[src/rtl/lif_pkg.sv]
// Shared types and constants for the time-multiplexed LIF neuron array.
package lif_pkg;

  typedef enum logic [1:0] {
    StIdle,
    StSweep,
    StDone
  } lif_state_e;

  localparam logic MODE_ZERO = 1'b0;
  localparam logic MODE_SUB  = 1'b1;

  // Counter/index width that never collapses to zero bits.
  function automatic int unsigned clog2_min1(input int unsigned value);
    return (value > 1) ? $clog2(value) : 1;
  endfunction

endpackage

[src/rtl/lif_update.sv]
// Combinational single-neuron LIF step: leak, integrate, saturate, fire, refractory.
module lif_update
  import lif_pkg::*;
#(
  parameter int unsigned WIDTH        = 8,
  parameter int unsigned LEAK_SHIFT   = 1,
  parameter int unsigned REFRAC_STEPS = 2,
  parameter int unsigned RefracW      = clog2_min1(REFRAC_STEPS + 1)
) (
  input  logic [WIDTH-1:0]   v_i,
  input  logic [WIDTH-1:0]   cur_i,
  input  logic [RefracW-1:0] refrac_i,
  input  logic [WIDTH-1:0]   threshold_i,
  input  logic               mode_i,
  output logic [WIDTH-1:0]   v_next_o,
  output logic [RefracW-1:0] refrac_next_o,
  output logic               spike_o
);

  localparam logic [RefracW-1:0] RefracInit = RefracW'(REFRAC_STEPS);

  logic [WIDTH-1:0] leak;
  logic [WIDTH:0]   sum;
  logic [WIDTH-1:0] sat;

  always_comb begin
    leak = v_i >> LEAK_SHIFT;
    // v_i - leak never goes negative, and adding cur_i fits in WIDTH+1 bits.
    sum  = {1'b0, v_i} - {1'b0, leak} + {1'b0, cur_i};
    sat  = sum[WIDTH] ? {WIDTH{1'b1}} : sum[WIDTH-1:0];
  end

  always_comb begin
    v_next_o      = '0;
    refrac_next_o = '0;
    spike_o       = 1'b0;
    if (refrac_i != '0) begin
      refrac_next_o = refrac_i - 1'b1;
    end else if (sat >= threshold_i) begin
      spike_o       = 1'b1;
      refrac_next_o = RefracInit;
      v_next_o      = (mode_i == MODE_SUB) ? (sat - threshold_i) : '0;
    end else begin
      v_next_o = sat;
    end
  end

endmodule

[src/rtl/lif_array.sv]
// N leaky integrate-and-fire neurons sharing one update datapath, swept one neuron per cycle.
module lif_array
  import lif_pkg::*;
#(
  parameter int unsigned N_NEURONS    = 4,
  parameter int unsigned WIDTH        = 8,
  parameter int unsigned LEAK_SHIFT   = 1,
  parameter int unsigned REFRAC_STEPS = 2
) (
  input  logic                       clk,
  input  logic                       reset,
  input  logic                       step,
  input  logic [N_NEURONS*WIDTH-1:0] currents,
  input  logic [WIDTH-1:0]           threshold,
  input  logic                       sub_mode,
  output logic                       busy,
  output logic                       done,
  output logic [N_NEURONS-1:0]       spikes
);

  localparam int unsigned RefracW = clog2_min1(REFRAC_STEPS + 1);
  localparam int unsigned IdxW    = clog2_min1(N_NEURONS);
  localparam logic [IdxW-1:0] LastIdx = IdxW'(N_NEURONS - 1);

  lif_state_e state_q, state_d;
  logic [IdxW-1:0] idx_q, idx_d;

  logic [N_NEURONS*WIDTH-1:0] cur_q;
  logic [WIDTH-1:0]           thr_q;
  logic                       mode_q;

  logic [WIDTH-1:0]   v_q      [N_NEURONS];
  logic [RefracW-1:0] refrac_q [N_NEURONS];

  logic [N_NEURONS-1:0] shadow_q, shadow_d;
  logic [N_NEURONS-1:0] spikes_q;

  logic               accept;
  logic               sweep;
  logic               last;
  logic [WIDTH-1:0]   v_sel;
  logic [WIDTH-1:0]   cur_sel;
  logic [RefracW-1:0] refrac_sel;
  logic [WIDTH-1:0]   v_next;
  logic [RefracW-1:0] refrac_next;
  logic               spike;

  assign sweep = (state_q == StSweep);
  assign last  = sweep && (idx_q == LastIdx);

  always_comb begin
    state_d = state_q;
    idx_d   = idx_q;
    accept  = 1'b0;
    unique case (state_q)
      StIdle: begin
        if (step) begin
          accept  = 1'b1;
          idx_d   = '0;
          state_d = StSweep;
        end
      end
      StSweep: begin
        if (idx_q == LastIdx) begin
          idx_d   = '0;
          state_d = StDone;
        end else begin
          idx_d = idx_q + 1'b1;
        end
      end
      StDone: begin
        state_d = StIdle;
      end
      default: begin
        state_d = StIdle;
      end
    endcase
  end

  assign v_sel      = v_q[idx_q];
  assign refrac_sel = refrac_q[idx_q];
  assign cur_sel    = cur_q[idx_q*WIDTH +: WIDTH];

  lif_update #(
    .WIDTH        (WIDTH),
    .LEAK_SHIFT   (LEAK_SHIFT),
    .REFRAC_STEPS (REFRAC_STEPS),
    .RefracW      (RefracW)
  ) u_update (
    .v_i           (v_sel),
    .cur_i         (cur_sel),
    .refrac_i      (refrac_sel),
    .threshold_i   (thr_q),
    .mode_i        (mode_q),
    .v_next_o      (v_next),
    .refrac_next_o (refrac_next),
    .spike_o       (spike)
  );

  always_comb begin
    shadow_d = shadow_q;
    if (accept) begin
      shadow_d = '0;
    end else if (sweep) begin
      shadow_d[idx_q] = spike;
    end
  end

  always_ff @(posedge clk) begin
    if (reset) begin
      state_q  <= StIdle;
      idx_q    <= '0;
      cur_q    <= '0;
      thr_q    <= '0;
      mode_q   <= MODE_ZERO;
      shadow_q <= '0;
      spikes_q <= '0;
    end else begin
      state_q  <= state_d;
      idx_q    <= idx_d;
      shadow_q <= shadow_d;
      if (accept) begin
        cur_q  <= currents;
        thr_q  <= threshold;
        mode_q <= sub_mode;
      end
      // Publish the full vector so it becomes visible exactly on the done cycle.
      if (last) begin
        spikes_q <= shadow_d;
      end
    end
  end

  always_ff @(posedge clk) begin
    for (int k = 0; k < N_NEURONS; k++) begin
      if (reset) begin
        v_q[k]      <= '0;
        refrac_q[k] <= '0;
      end else if (sweep && (idx_q == IdxW'(k))) begin
        v_q[k]      <= v_next;
        refrac_q[k] <= refrac_next;
      end
    end
  end

  assign busy   = sweep;
  assign done   = (state_q == StDone);
  assign spikes = spikes_q;

endmodule
[config.mk]
export PLATFORM = sky130hd
export DESIGN_NAME = lif_array
export DESIGN_NICKNAME = d
export VERILOG_FILES = /design/src/rtl/lif_pkg.sv /design/src/rtl/lif_update.sv /design/src/rtl/lif_array.sv
export SDC_FILE = /design/constraint.sdc
export NUM_CORES = 1
export LEC_CHECK = 0
export CORE_ASPECT_RATIO = 0.7
export CORE_MARGIN = 10
export CORE_UTILIZATION = 35
export DETAILED_ROUTE_END_ITERATION = 16
export PLACE_DENSITY = 0.55
export RECOVER_POWER = 50
export SYNTH_ARGS = -nofsm -noshare
export SYNTH_HDL_FRONTEND = slang
export SYNTH_SLANG_ARGS = --single-unit
[constraint.sdc]
create_clock -name clk -period 6.89 [get_ports clk]
set_clock_uncertainty 0.05 [all_clocks]
set_input_delay 1.378 -clock clk [delete_from_list [all_inputs] [get_ports clk]]
set_output_delay 1.378 -clock clk [all_outputs]
set_load 0.01 [all_outputs]
# [Word level (Yosys, flattened, before mapping)]
# Memory sizes are Yosys's and may differ from the RTL's. A register that Yosys moved wholly into a read port is not among the register bits.
# Index checks and enable logic that the tools add are counted.
[word_totals] regBits=53 latch_bits=0 mem_bits_rw=40 rom_bits=0 input_bits=44 n_memories=2
[memory_table] name="v_q" words=4 width=8 read_ports=1 rd_ports_with_merged_regs=1 wr=4 line="lif_array.sv:32" text="logic [WIDTH-1:0] v_q [N_NEURONS];"
[memory_table] name="refrac_q" words=4 width=2 read_ports=1 rd_ports_with_merged_regs=1 wr=4 line="lif_array.sv:33" text="logic [RefracW-1:0] refrac_q [N_NEURONS];"
[classes] n_addsub=5 mul=0 div=0 n_lt_le_gt_ge=3 eq_ne=7 shifts=1 n_mux=47 bitwise_logic=8 reduce_logical=11
[op_table] op="8-bit 2-to-1 mux" n=8
[op_table] op="32-bit by 6-bit variable part select with 8-bit output" n=1
[op_table] op="2-bit 2-to-1 mux" n=14
[op_table] op="1-bit 2-to-1 mux" n=19
[op_table] op="9-bit by 8-bit adder with 9-bit output" n=1
[op_table] op="8-bit by 7-bit subtractor with 9-bit output" n=1
[op_table] op="8-bit greater-or-equal comparator" n=1
[op_table] op="4-bit 2-to-1 mux" n=2
[op_table] op="1-bit OR" n=8
[op_table] op="2-bit one-hot mux with 2 select lines" n=2
[op_table] op="8-bit subtractor" n=1
[op_table] op="2-bit equality test (second input constant)" n=3
[op_table] op="1-bit logical AND" n=5
[op_table] op="4-bit bitwise mux" n=1
[op_table] op="2-bit by 1-bit equality test with 1-bit output (second input constant)" n=2
[op_table] op="2-bit zero test" n=2
[op_table] op="2-bit AND reduction" n=2
[op_table] op="2-bit nonzero test" n=2
[op_table] op="2-bit by 3-bit less-than comparator with 1-bit output (second input constant)" n=1
[op_table] op="2-bit by 1-bit adder with 2-bit output (second input constant)" n=1
[op_table] op="1-bit demux with 2-bit select" n=1
[op_table] op="2-bit by 1-bit greater-or-equal comparator with 1-bit output (second input constant)" n=1
[op_table] op="2-bit by 1-bit inequality test with 1-bit output (second input constant)" n=1
[op_table] op="2-bit inequality test (second input constant)" n=1
[op_table] op="2-bit by 1-bit subtractor with 2-bit output (second input constant)" n=1

# [Depth between registers and ports, before layout]
# Gate-level depths: netlist of the first run.
[logic_depth] word_depth=9 depth_mapped=22 mapped_depth_nobuf=21

# [Cells and area by module]
# A second synthesis of the first run with hierarchy kept.
[unflattened] hier_cells=471 hier_area_um2=5256.3
[modules_own_cells] mod="lif_array" instances=1 cells_each=308 area_per_inst_um2=4031.4 seq_area_each_um2=2282.2
[modules_own_cells] mod="lif_update" instances=1 cells_each=163 area_per_inst_um2=1224.9 seq_area_each_um2=0.0

# [Least setup slack after synthesis of the first run]
# OpenSTA, ideal clock, no wires.
[synth_timing] kind="register -> register" from="reg idx_q[0]" to="mem v_q[0][7] (data pin)" t_arrival_ps=5281 required_time_ps=6577 setup_slack_ps=1295 stages_incl_launch_ff=19 n_path_buf=1 path_cell_list="dfxtp_1 > buf_1 > mux4_2 > fa_1 > ha_1 > a21o_1 > or4_4 > o32ai_4 > o21bai_1 > inv_1 > ha_1 > inv_1 > fa_1 > a21oi_2 > a21oi_1 > o41ai_4 > nor2b_1 > a32oi_2 > nor2_1"
[synth_rtl] item="from (decl)" line="lif_array.sv:26" text="logic [IdxW-1:0] idx_q, idx_d;"
[synth_rtl] item="from (signal assigned)" line="lif_array.sv:120" text="idx_q <= idx_d;"
[synth_rtl] item="to (decl)" line="lif_array.sv:32"

==> metrics.md, run 1 <==
| Metric | Value |
|---|---|
| Outcome | finished with violations |
| Failing checks | max-capacitance violations, max-slew violations |
| Syn nets | around 580 |
| Synth Area in Compound Gates | about 15% |
| CTS resizes | 0 |
| Placement Setup Slack | roughly 0.63 ns |
| Slew Viols, Final | 94 |
| Initial antenna violation count | 0 |
| # setup viols final | 0 |
| Largest net degree at the start of global routing | a little over 50 |
| CTS clk-pin slew, worst paths | ~0.07 ns |
| Die Y | between 100 and 150 um |
| Mapped cell area | 0.00497 mm2 |
| Worst Hold Depth | 2 |
| Pleak | 2.22 nW |
| VDD IR max | roughly 0.00016 V |
| DRT iter0 DRCs | 198 |
| Max-slew headroom | -43.3% |
| Share of layout cells above drive strength 1 | roughly 10% |
| Die Wd | roughly 160 um |
| # DRC | 0 |
| P&R area growth vs syn | 19.6% |
| # IOs | 50 |
| Clock Tree Root | clkbuf_16 |
| CP endpoint kind | register |
| Routed Antenna Nets | 0 |
| PnR worst setup slack | between 0.7 and 0.8 ns |
| Syn avg cell area | 9.87 um2 |
| Post-synthesis register bit count | 94 |
| Placer Congestion | around 0.92 |
| Clk_lat worst skew | between 0.3 and 0.4 ns |
| GRT Overall Usage | around 13% |
| Final hold vios | 0 |
| Top-area cell type share of the netlist area | between 20% and 30% |
| Final hold slack | between 0.4 and 0.5 ns |
| Ant diodes | 0 |
| Most frequent cells after synthesis | nand2_1 (96), a21oi_1 (54), dfxtp_1 (54) |
| Placed inst area | between 0.005 and 0.006 mm2 |
| Levels on crit path | 17 |
| Nets@finish | approximately 620 |
| Largest delay share family, worst path | compound AO/OA/AOI/OAI gates |
| Fin crit share | between 80% and 90% |
| Via count | around 3.6k |
| Layout Cells excl Fill | between 700 and 800 |
| R2r worst-path depth | 17 |
| Cell with the most instances after synthesis | nand2_1 |
| Primary FF master, synth | dfxtp_1 |
| Die ar. | 0.0194 mm2 |
| Hpwl dp | about 9300 um |
| DR pass1 iterations | 5 |
| Min-delay src | cur_q[25]$_SDFFE_PP0P_ |
| Post-synth EDFFs | 40 |
| Worst slew pin tran | around 2.1 ns |
| TNS Setup | 0 ns |
| H-tree Lvls | 3 |
| Worst EP arrival | just over 6 ns |
| FFs w/ async S/R, synth | 0% |
| Critical Path Fanout Max | 13 |
| Synth area leaders | edfxtp_1 (24%), dfxtp_1 (22%), mux4_2 (8.2%), nand2_1 (7.2%), ha_1 (5.5%) |
| Clk buf depth | 2 |
| I/O Buffers | 49 |
| Worst min path class | reg -> reg |
| Row count | 36 |
| Synth Area in Simple Gates | between 15 and 20% |
| Crit-path slowest cell | dfxtp_1 |
| Slowest stage delay, CP | 0.72 ns |
| CP bufs+invs | 2 |
| FF-to-FF setup slack | around 0.7 ns |
| Vias in the first global route | between 3k and 4k |
| Remaining global-route overflow | 0 |
| Via density | approximately 4.9 |
| RSZ-0062 raised after global routing | no |
| Sequential area share after synthesis | a little under half |
| Hold buffers post-CTS | 0 |
| Starting Density | 35.7% |
| Cells after DPL | roughly 730 |
| Number of buffers created by CTS | 9 |
| FF-to-FF End | v_q[0][4]$_SDFFCE_PN0P_ |
| Clk sinks | 94 |
| Largest family of logic cells by synthesized area | simple AND/OR/NAND/NOR gates |
| Mux cell area share after synthesis | slightly above 8% |
| Routed length per instance | roughly 16 um |
| Most frequent cell on the critical path | fa_1 |
| Fmax | 162 MHz |
| Number of synthesis warnings | 0 |
| CTS tree | done |
| XOR/XNOR Fraction of Synth Area | about 1.2% |
| Pwr dens | approximately 320 mW/mm2 |
| Netlist cell types | between 40 and 50 |
| Largest area contributor in the netlist | edfxtp_1 |
| Crit Path Category | reg -> reg |
| Crit path required time | just under 7 ns |
| Maxcap violations | 2 |
| Final instance area | about 0.006 mm2 |
| Post-Route WL | approximately 12000 um |
| CP Cell Sequence | mux4_2 -> fa_1 -> fa_1 -> nor2b_4 -> o31a_1 -> o41a_1 -> o21bai_1 -> inv_1 -> ha_1 -> inv_1 -> fa_1 -> a21oi_2 -> a21oi_1 -> o41ai_4 -> nor2b_1 -> a22oi_2 -> nor2_1 |
| Worst Hold End | cur_q[25]$_SDFFE_PP0P_ |
| Synth Instances | about 500 |
| Post-CTS Setup Bufs | 0 |
| Adder-Cell Fraction of Synth Area | 8.76% |
| Core Area | approximately 0.014 mm2 |
| CP Launch Type | register |
| Final Critical Period | 6.19 ns |
| First-pass GRT wire length | about 20000 um |
[worst min-delay path: cells and delay by family, from the launching register on]
family,cells,cell delay (ns)
flops,1,0.31
simple gates,1,0.05
compound gates,1,0.05
[metal layers]
layer,track usage (%),share of wire (%),routed length [um],up-vias
met2,19.7,45,5420,42
met4,2.21,0.68,82,0
met1,18.0,51,6150,1759
met5,0,0,0,-
met3,3.83,3.8,455,12
li1,-,-,-,1835
[worst max path at each step]
stage                     startpoint                       to  slack [ns]
2_1_floorplan  idx_q[0]$_SDFFE_PP0P_  v_q[0][7]$_SDFFCE_PN0P_        1.30
3_3_place_gp                register  v_q[3][7]$_SDFFCE_PN0P_        0.84
3_5_place_dp                register  v_q[0][7]$_SDFFCE_PN0P_        0.63
4_1_cts                     register  v_q[0][7]$_SDFFCE_PN0P_        0.61
5_1_grt                     register  v_q[0][7]$_SDFFCE_PN0P_        0.20
6_report                    register  v_q[0][4]$_SDFFCE_PN0P_        0.70
[kinds of logic (layout without fill, tap and decap cells)]
kind of cell | after synthesis | count (layout)
buffers and inverters | 63 | 112
DFF | 94 | 94
and+or+nand+nor | 183 | 183
muxes | 18 | 18
adders and majority gates | 30 | 30
xor gates and xnor gates | 7 | 7
AOI/OAI and AO/OA | 109 | 109
[layout by cell type (no fill, tap or decap), drive strengths merged, types with 7 or more instances in the layout]
cell,netlist,layout
o21ai,11,11
nand3,7,7
clkbuf,14,11
nand2,96,96
nor2,53,53
inv,41,42
nand2b,7,7
dfxtp,54,54
edfxtp,40,40
fa,8,8
ha,22,22
clkdlybuf4s50,0,43
mux4,18,18
a21oi,57,57
[stage by stage]
step	utilization, %	total power (W)
global route	42.7	0.00205
floorplan	-	0.00124
global placement	40.6	0.00144
CTS	42.8	0.00194
detailed placement	40.6	0.00144
finish	42.7	0.00193
[area by class of cell]
| class | count | area (um2) |
|---|---|---|
| clock inverters | 7 | 72.6 |
| repair buffers | 55 | 528 |
| flip-flops and latches | 94 | 2280 |
| well taps | 190 | 238 |
| multi-input cells | 347 | 2450 |
| clock buffers | 9 | 225 |
| inverters | 41 | 154 |
| fillers | 1329 | 7970 |
[sequential cells by signal, indices dropped and copies added, names as in the netlist, named ones only]
signal,count
idx_q,2
state_q,2
refrac_q,8
mode_q,1
thr_q,8
cur_q,32
shadow_q,3
spikes,4
v_q,32
[power breakdown]
part	switching (W)	internal, W	total (W)
registers	0.0000187	0.000613	0.000631
logic	0.000478	0.000324	0.000802
clock network	0.000216	0.000282	0.000497
total	0.000712	0.00122	0.00193
Power figures use the tool's default switching activity.
==> inputs of run 2 (changes only) <==
--- a/config.mk
+++ b/config.mk
@@ -7,9 +7,9 @@
 export LEC_CHECK = 0
 export CORE_ASPECT_RATIO = 0.7
 export CORE_MARGIN = 10
-export CORE_UTILIZATION = 35
+export CORE_UTILIZATION = 50
 export DETAILED_ROUTE_END_ITERATION = 16
-export PLACE_DENSITY = 0.55
+export PLACE_DENSITY = 0.73
 export RECOVER_POWER = 50
 export SYNTH_ARGS = -nofsm -noshare
 export SYNTH_HDL_FRONTEND = slang
==> metrics.md, run 2 (synthesis gave the netlist of run 1 again) <==
| Metric | Value |
|---|---|
| DRT iter0 DRCs | 231 |
| RSZ-0062 raised after global routing | no |
| CTS resizes | 0 |
| Final instance area | 0.00587 mm2 |
| CP Cell Sequence | mux4_2 -> fa_1 -> fa_1 -> nor2b_4 -> o31a_1 -> o41a_1 -> o21bai_1 -> inv_1 -> ha_1 -> inv_1 -> fa_1 -> a21oi_2 -> a21oi_1 -> o41ai_4 -> buf_4 -> nand2b_1 -> a21boi_1 -> nor2_1 |
| I/O Buffers | 49 |
| CP Launch Type | register |
| Clk_lat worst skew | approximately 0.35 ns |
| Fillers | roughly 820 |
| Max-slew headroom | -38.5% |
| Outcome | finished with violations |
| Vias in the first global route | 3774 |
| Post-CTS Setup Bufs | 0 |
| Via density | approximately 5.5 |
| Most frequent cells in the layout | nand2_1 (96), a21oi_1 (54), dfxtp_1 (54), nor2_1 (53), clkdlybuf4s50_1 (43) |
| # DRC | 0 |
| Number of buffers created by CTS | 9 |
| Clk sinks | 94 |
| Routed Antenna Nets | 0 |
| # setup viols final | 0 |
| Pleak | roughly 2.2 nW |
| GRT Overall Usage | 16.4% |
| Die Wd | roughly 140 um |
| Min-delay src | spikes[3]$_SDFFE_PP0P_ |
| Hold buffers post-CTS | 0 |
| Core Area | roughly 0.0097 mm2 |
| CTS tree | done |
| Pwr dens | about 320 mW/mm2 |
| Die Y | about 100 um |
| Via count | about 3.8k |
| Worst slew pin tran | 2.08 ns |
| Largest delay share family, worst path | compound AO/OA/AOI/OAI gates |
| Top flop regs | cur_q: 32 flops, v_q: 32 flops |
| Clock Tree Root | clkbuf_16 |
| Share of layout cells above drive strength 1 | approximately 9.9% |
| TNS Setup | 0 ns |
| Most common cell after layout, fill and taps aside | nand2_1 |
| Nets@finish | between 600 and 700 |
| Starting Density | around 51% |
| Largest net degree at the start of global routing | 51 |
| Final Critical Period | just under 6 ns |
| Placed inst area | ~0.0056 mm2 |
| Maxcap violations | 2 |
| Clk buf depth | 2 |
| Row count | 30 |
| Failing checks | max-capacitance violations, max-slew violations |
| Most frequent cell on the critical path | fa_1 |
| Crit-path slowest cell | dfxtp_1 |
| Hpwl dp | ~8800 um |
| Slew Viols, Final | 94 |
| VDD IR max | ~0.00017 V |
| Critical Path Fanout Max | 19 |
| Remaining global-route overflow | 0 |
| H-tree Lvls | 3 |
| First-pass GRT wire length | 19000 um |
| Crit Path Category | reg -> reg |
| Fin crit share | between 80% and 90% |
| Routed length per instance | 17.0 um |
| Worst EP arrival | approximately 6.0 ns |
| Die ar. | approximately 0.014 mm2 |
| Initial antenna violation count | 0 |
| CTS clk-pin slew, worst paths | around 0.060 ns |
| P&R area growth vs syn | 18.0% |
| Post-Route WL | 11600 um |
| Placer Congestion | 0.875 |
| Crit path required time | 6.93 ns |
| # IOs | 50 |
| CP endpoint kind | register |
| Final hold vios | 0 |
| Fmax | 169 MHz |
| CP bufs+invs | 3 |
| Worst min path class | reg -> reg |
| Ant diodes | 0 |
| FF-to-FF setup slack | roughly 0.96 ns |
| Slowest stage delay, CP | slightly below 0.7 ns |
| DR pass1 iterations | 4 |
-- run 2: final timing paths --
kind / end / cells past startpoint
worst min-delay path: spikes[3]$_SDFFE_PP0P_ / 1
worst max-delay path: refrac_q[3][1]$_SDFFCE_PN0P_ / 18
worst max register to register: refrac_q[3][1]$_SDFFCE_PN0P_ / 18
worst min register to register: spikes[3]$_SDFFE_PP0P_ / 1
-- run 2: layout make-up --
| cell class | instances | area [um2] | area share, % |
|---|---|---|---|
| flip-flops and latches | 94 | 2280 | 38.9 |
| clock buffers | 10 | 250 | 4.27 |
| clock inverters | 6 | 45.0 | 0.768 |
| inverters | 41 | 154 | 2.62 |
| multi-input cells | 347 | 2450 | 41.7 |
| well taps | 128 | 160 | 2.73 |
| repair buffers | 55 | 528 | 9.00 |
-- run 2: per-stage QoR --
step           utilization, %  setup slack [ns]  total power, W  std cells  hold slack [ns]
3_3_place_gp             57.6              1.18         0.00140        665            0.394
6_report                 60.6             0.964         0.00190        681            0.405
2_1_floorplan               -              1.30         0.00124        504            0.383
4_1_cts                  60.7             0.998         0.00190        681            0.406
5_1_grt                  60.6             0.628         0.00202        681            0.431
3_5_place_dp             57.6              1.03         0.00142        665            0.397
-- run 2: worst reg2reg max path, stage by stage, from the launching register on --
cell and delay [ns]:
dfxtp_1 0.68, mux4_2 0.62, fa_1 0.54, fa_1 0.50, nor2b_4 0.16, o31a_1 0.24, o41a_1 0.47, o21bai_1 0.19
inv_1 0.09, ha_1 0.17, inv_1 0.07, fa_1 0.42, a21oi_2 0.20, a21oi_1 0.12, o41ai_4 0.28, buf_4 0.30
nand2b_1 0.18, a21boi_1 0.29, nor2_1 0.07
-- run 2: where the power goes --
group | switching (W) | internal, W
logic | 0.000465 | 0.000323
registers | 0.0000179 | 0.000613
clock network | 0.000214 | 0.000268
-- run 2: metal layers --
metal,global-route usage [%],part of all wire [%]
met5,0,0
met1,20.9,46
met3,5.29,6.0
met2,27.0,47
met4,3.60,1.0
==> inputs of run 3 (changes only) <==
--- a/config.mk
+++ b/config.mk
@@ -7,10 +7,11 @@
 export LEC_CHECK = 0
 export CORE_ASPECT_RATIO = 0.7
 export CORE_MARGIN = 10
-export CORE_UTILIZATION = 50
+export CORE_UTILIZATION = 48
 export DETAILED_ROUTE_END_ITERATION = 16
-export PLACE_DENSITY = 0.73
+export PLACE_DENSITY = 0.71
 export RECOVER_POWER = 50
+export SETUP_SLACK_MARGIN = 0.15
 export SYNTH_ARGS = -nofsm -noshare
 export SYNTH_HDL_FRONTEND = slang
 export SYNTH_SLANG_ARGS = --single-unit
==> metrics.md, run 3 (synthesis gave the netlist of run 1 again) <==
| Metric | Value |
|---|---|
| Power, Total | 0.00189 W |
| Reg area | 0.00228 mm2 |
| Worst min path class | reg -> reg |
| Post-Route WL | about 12000 um |
| Initial antenna violation count | 0 |
| Clk buf depth | 2 |
| Cells after DPL | 665 |
| P&R area growth vs syn | 17.8% |
| Clk sinks | 94 |
| Final hold vios | 0 |
| Nets@finish | between 600 and 700 |
| CP Launch Type | register |
| Worst Hold Depth | 2 |
| Die Wd | about 140 um |
| Row count | 30 |
| Core Area | roughly 0.0099 mm2 |
| Clk_lat worst skew | around 0.34 ns |
| I/O Buffers | between 40 and 50 |
| # DRC | 0 |
| Multi-input logic area | 0.00245 mm2 |
| Crit Path Category | reg -> reg |
| # IOs | 50 |
| CTS resizes | 0 |
| Hold buffers post-CTS | 0 |
| Ant diodes | 0 |
| Placer Congestion | 0.915 |
| Failing checks | max-capacitance violations, max-slew violations |
| FF-to-FF End | refrac_q[2][1]$_SDFFCE_PN0P_ |
| Critical path destination | refrac_q[2][1]$_SDFFCE_PN0P_ |
| Outcome | finished with violations |
| Share of layout cells above drive strength 1 | slightly above 10% |
| Fmax | roughly 170 MHz |
| Routed length per instance | 17.3 um |
| Fin crit share | about 86% |
| Maxcap violations | 1 |
| Via density | roughly 5.4 |
| Number of buffers created by CTS | 9 |
| DRT iter0 DRCs | roughly 240 |
| FF-to-FF setup slack | between 0.9 and 1 ns |
| Pleak | 2.22 nW |
| RSZ-0062 raised after global routing | no |
| Most frequent cells in the layout | nand2_1 (96), a21oi_1 (54), dfxtp_1 (54), nor2_1 (53), clkdlybuf4s50_1 (43) |
| Final Util | 59.1% |
| Crit path required time | between 6 and 7 ns |
| CTS tree | done |
| Most common cell after layout, fill and taps aside | nand2_1 |
| Remaining global-route overflow | 0 |
| Worst EP arrival | 5.98 ns |
| Vias in the first global route | between 3k and 4k |
| Hpwl dp | around 9000 um |
| Placement Setup Slack | about 0.96 ns |
| Critical Path Fanout Max | 19 |
| Die ar. | between 0.01 and 0.015 mm2 |
| Final Critical Period | 5.94 ns |
| GRT Overall Usage | between 15 and 20% |
| Worst slew pin tran | ~2.1 ns |
| Clock Tree Root | clkbuf_16 |
| Fillers | approximately 850 |
| DR pass1 iterations | 4 |
| Slew Viols, Final | just over 50 |
| # setup viols final | 0 |
| Max-slew headroom | -42.3% |
| Top flop regs | cur_q: 32 flops, v_q: 32 flops |
| Starting Density | between 50% and 60% |
| R2r worst-path depth | 20 |
| Routed Antenna Nets | 0 |
| Layout Cells excl Fill | between 600 and 700 |
| CP endpoint kind | register |
| Die Y | between 100 and 150 um |
| Pwr dens | 323 mW/mm2 |
| First-pass GRT wire length | roughly 20000 um |
| Largest net degree at the start of global routing | about 50 |
| TNS Setup | 0 ns |
| H-tree Lvls | 3 |
| PnR worst setup slack | 0.954 ns |
| Post-CTS Setup Bufs | 0 |
| CTS clk-pin slew, worst paths | roughly 0.070 ns |
| VDD IR max | between 0.0001 and 0.00015 V |
| Via count | ~3.7k |
[run 3: worst min-delay path by stage]
stage                           start                     end  slack [ns]
2_1_floorplan  cur_q[16]$_SDFFE_PP0P_  cur_q[16]$_SDFFE_PP0P_        0.38
3_3_place_gp   cur_q[14]$_SDFFE_PP0P_  cur_q[14]$_SDFFE_PP0P_        0.39
3_5_place_dp    thr_q[6]$_SDFFE_PP0P_   thr_q[6]$_SDFFE_PP0P_        0.40
4_1_cts        cur_q[25]$_SDFFE_PP0P_  cur_q[25]$_SDFFE_PP0P_        0.41
5_1_grt        cur_q[22]$_SDFFE_PP0P_  cur_q[22]$_SDFFE_PP0P_        0.43
6_report       cur_q[13]$_SDFFE_PP0P_  cur_q[13]$_SDFFE_PP0P_        0.41
[run 3: cell type report]
| cell class | instances | area share [%] |
|---|---|---|
| Multi-Input combinational cell | 347 | 41.8 |
| Clock buffer | 10 | 4.08 |
| Tap cell | 128 | 2.74 |
| Sequential cell | 94 | 39.0 |
| Timing Repair Buffer | 55 | 9.08 |
| Clock inverter | 6 | 0.705 |
| Inverter | 41 | 2.63 |
[run 3: metrics by stage]
step	cell area (um2)	hold WS (ns)
6_report	5860	0.408
3_3_place_gp	5580	0.393
2_1_floorplan	4970	0.383
4_1_cts	5860	0.408
3_5_place_dp	5580	0.396
5_1_grt	5860	0.426
[run 3: critical path: stages, from the launching register on]
cell and delay [ns]:
dfxtp_1 0.61, buf_4 0.26, mux4_2 0.57, fa_1 0.56
inv_1 0.04, ha_1 0.33, o211a_1 0.15, o31a_1 0.25
o41a_1 0.48, o21bai_1 0.18, inv_1 0.09, ha_1 0.17
inv_1 0.08, fa_1 0.42, a21oi_2 0.21, a21oi_1 0.12
o41ai_4 0.28, buf_4 0.30, nand2b_1 0.18, a21boi_1 0.29
nor2_1 0.08
[run 3: report_power, final]
| part | switching [W] | internal, W | leakage [nW] | total, W |
|---|---|---|---|---|
| combinational | 0.000470 | 0.000324 | 1.23 | 0.000794 |
| clock | 0.000214 | 0.000256 | 0.140 | 0.000470 |
| sequential | 0.0000176 | 0.000613 | 0.858 | 0.000630 |
[run 3: routing by layer]
metal / track usage, % / up-vias / part of all wire (%)
met4: 3.57 / 0 / 1.1
met1: 22.2 / 1738 / 48
met3: 4.39 / 14 / 5.8
met2: 25.3 / 84 / 45
li1: - / 1833 / -
met5: 0 / - / 0
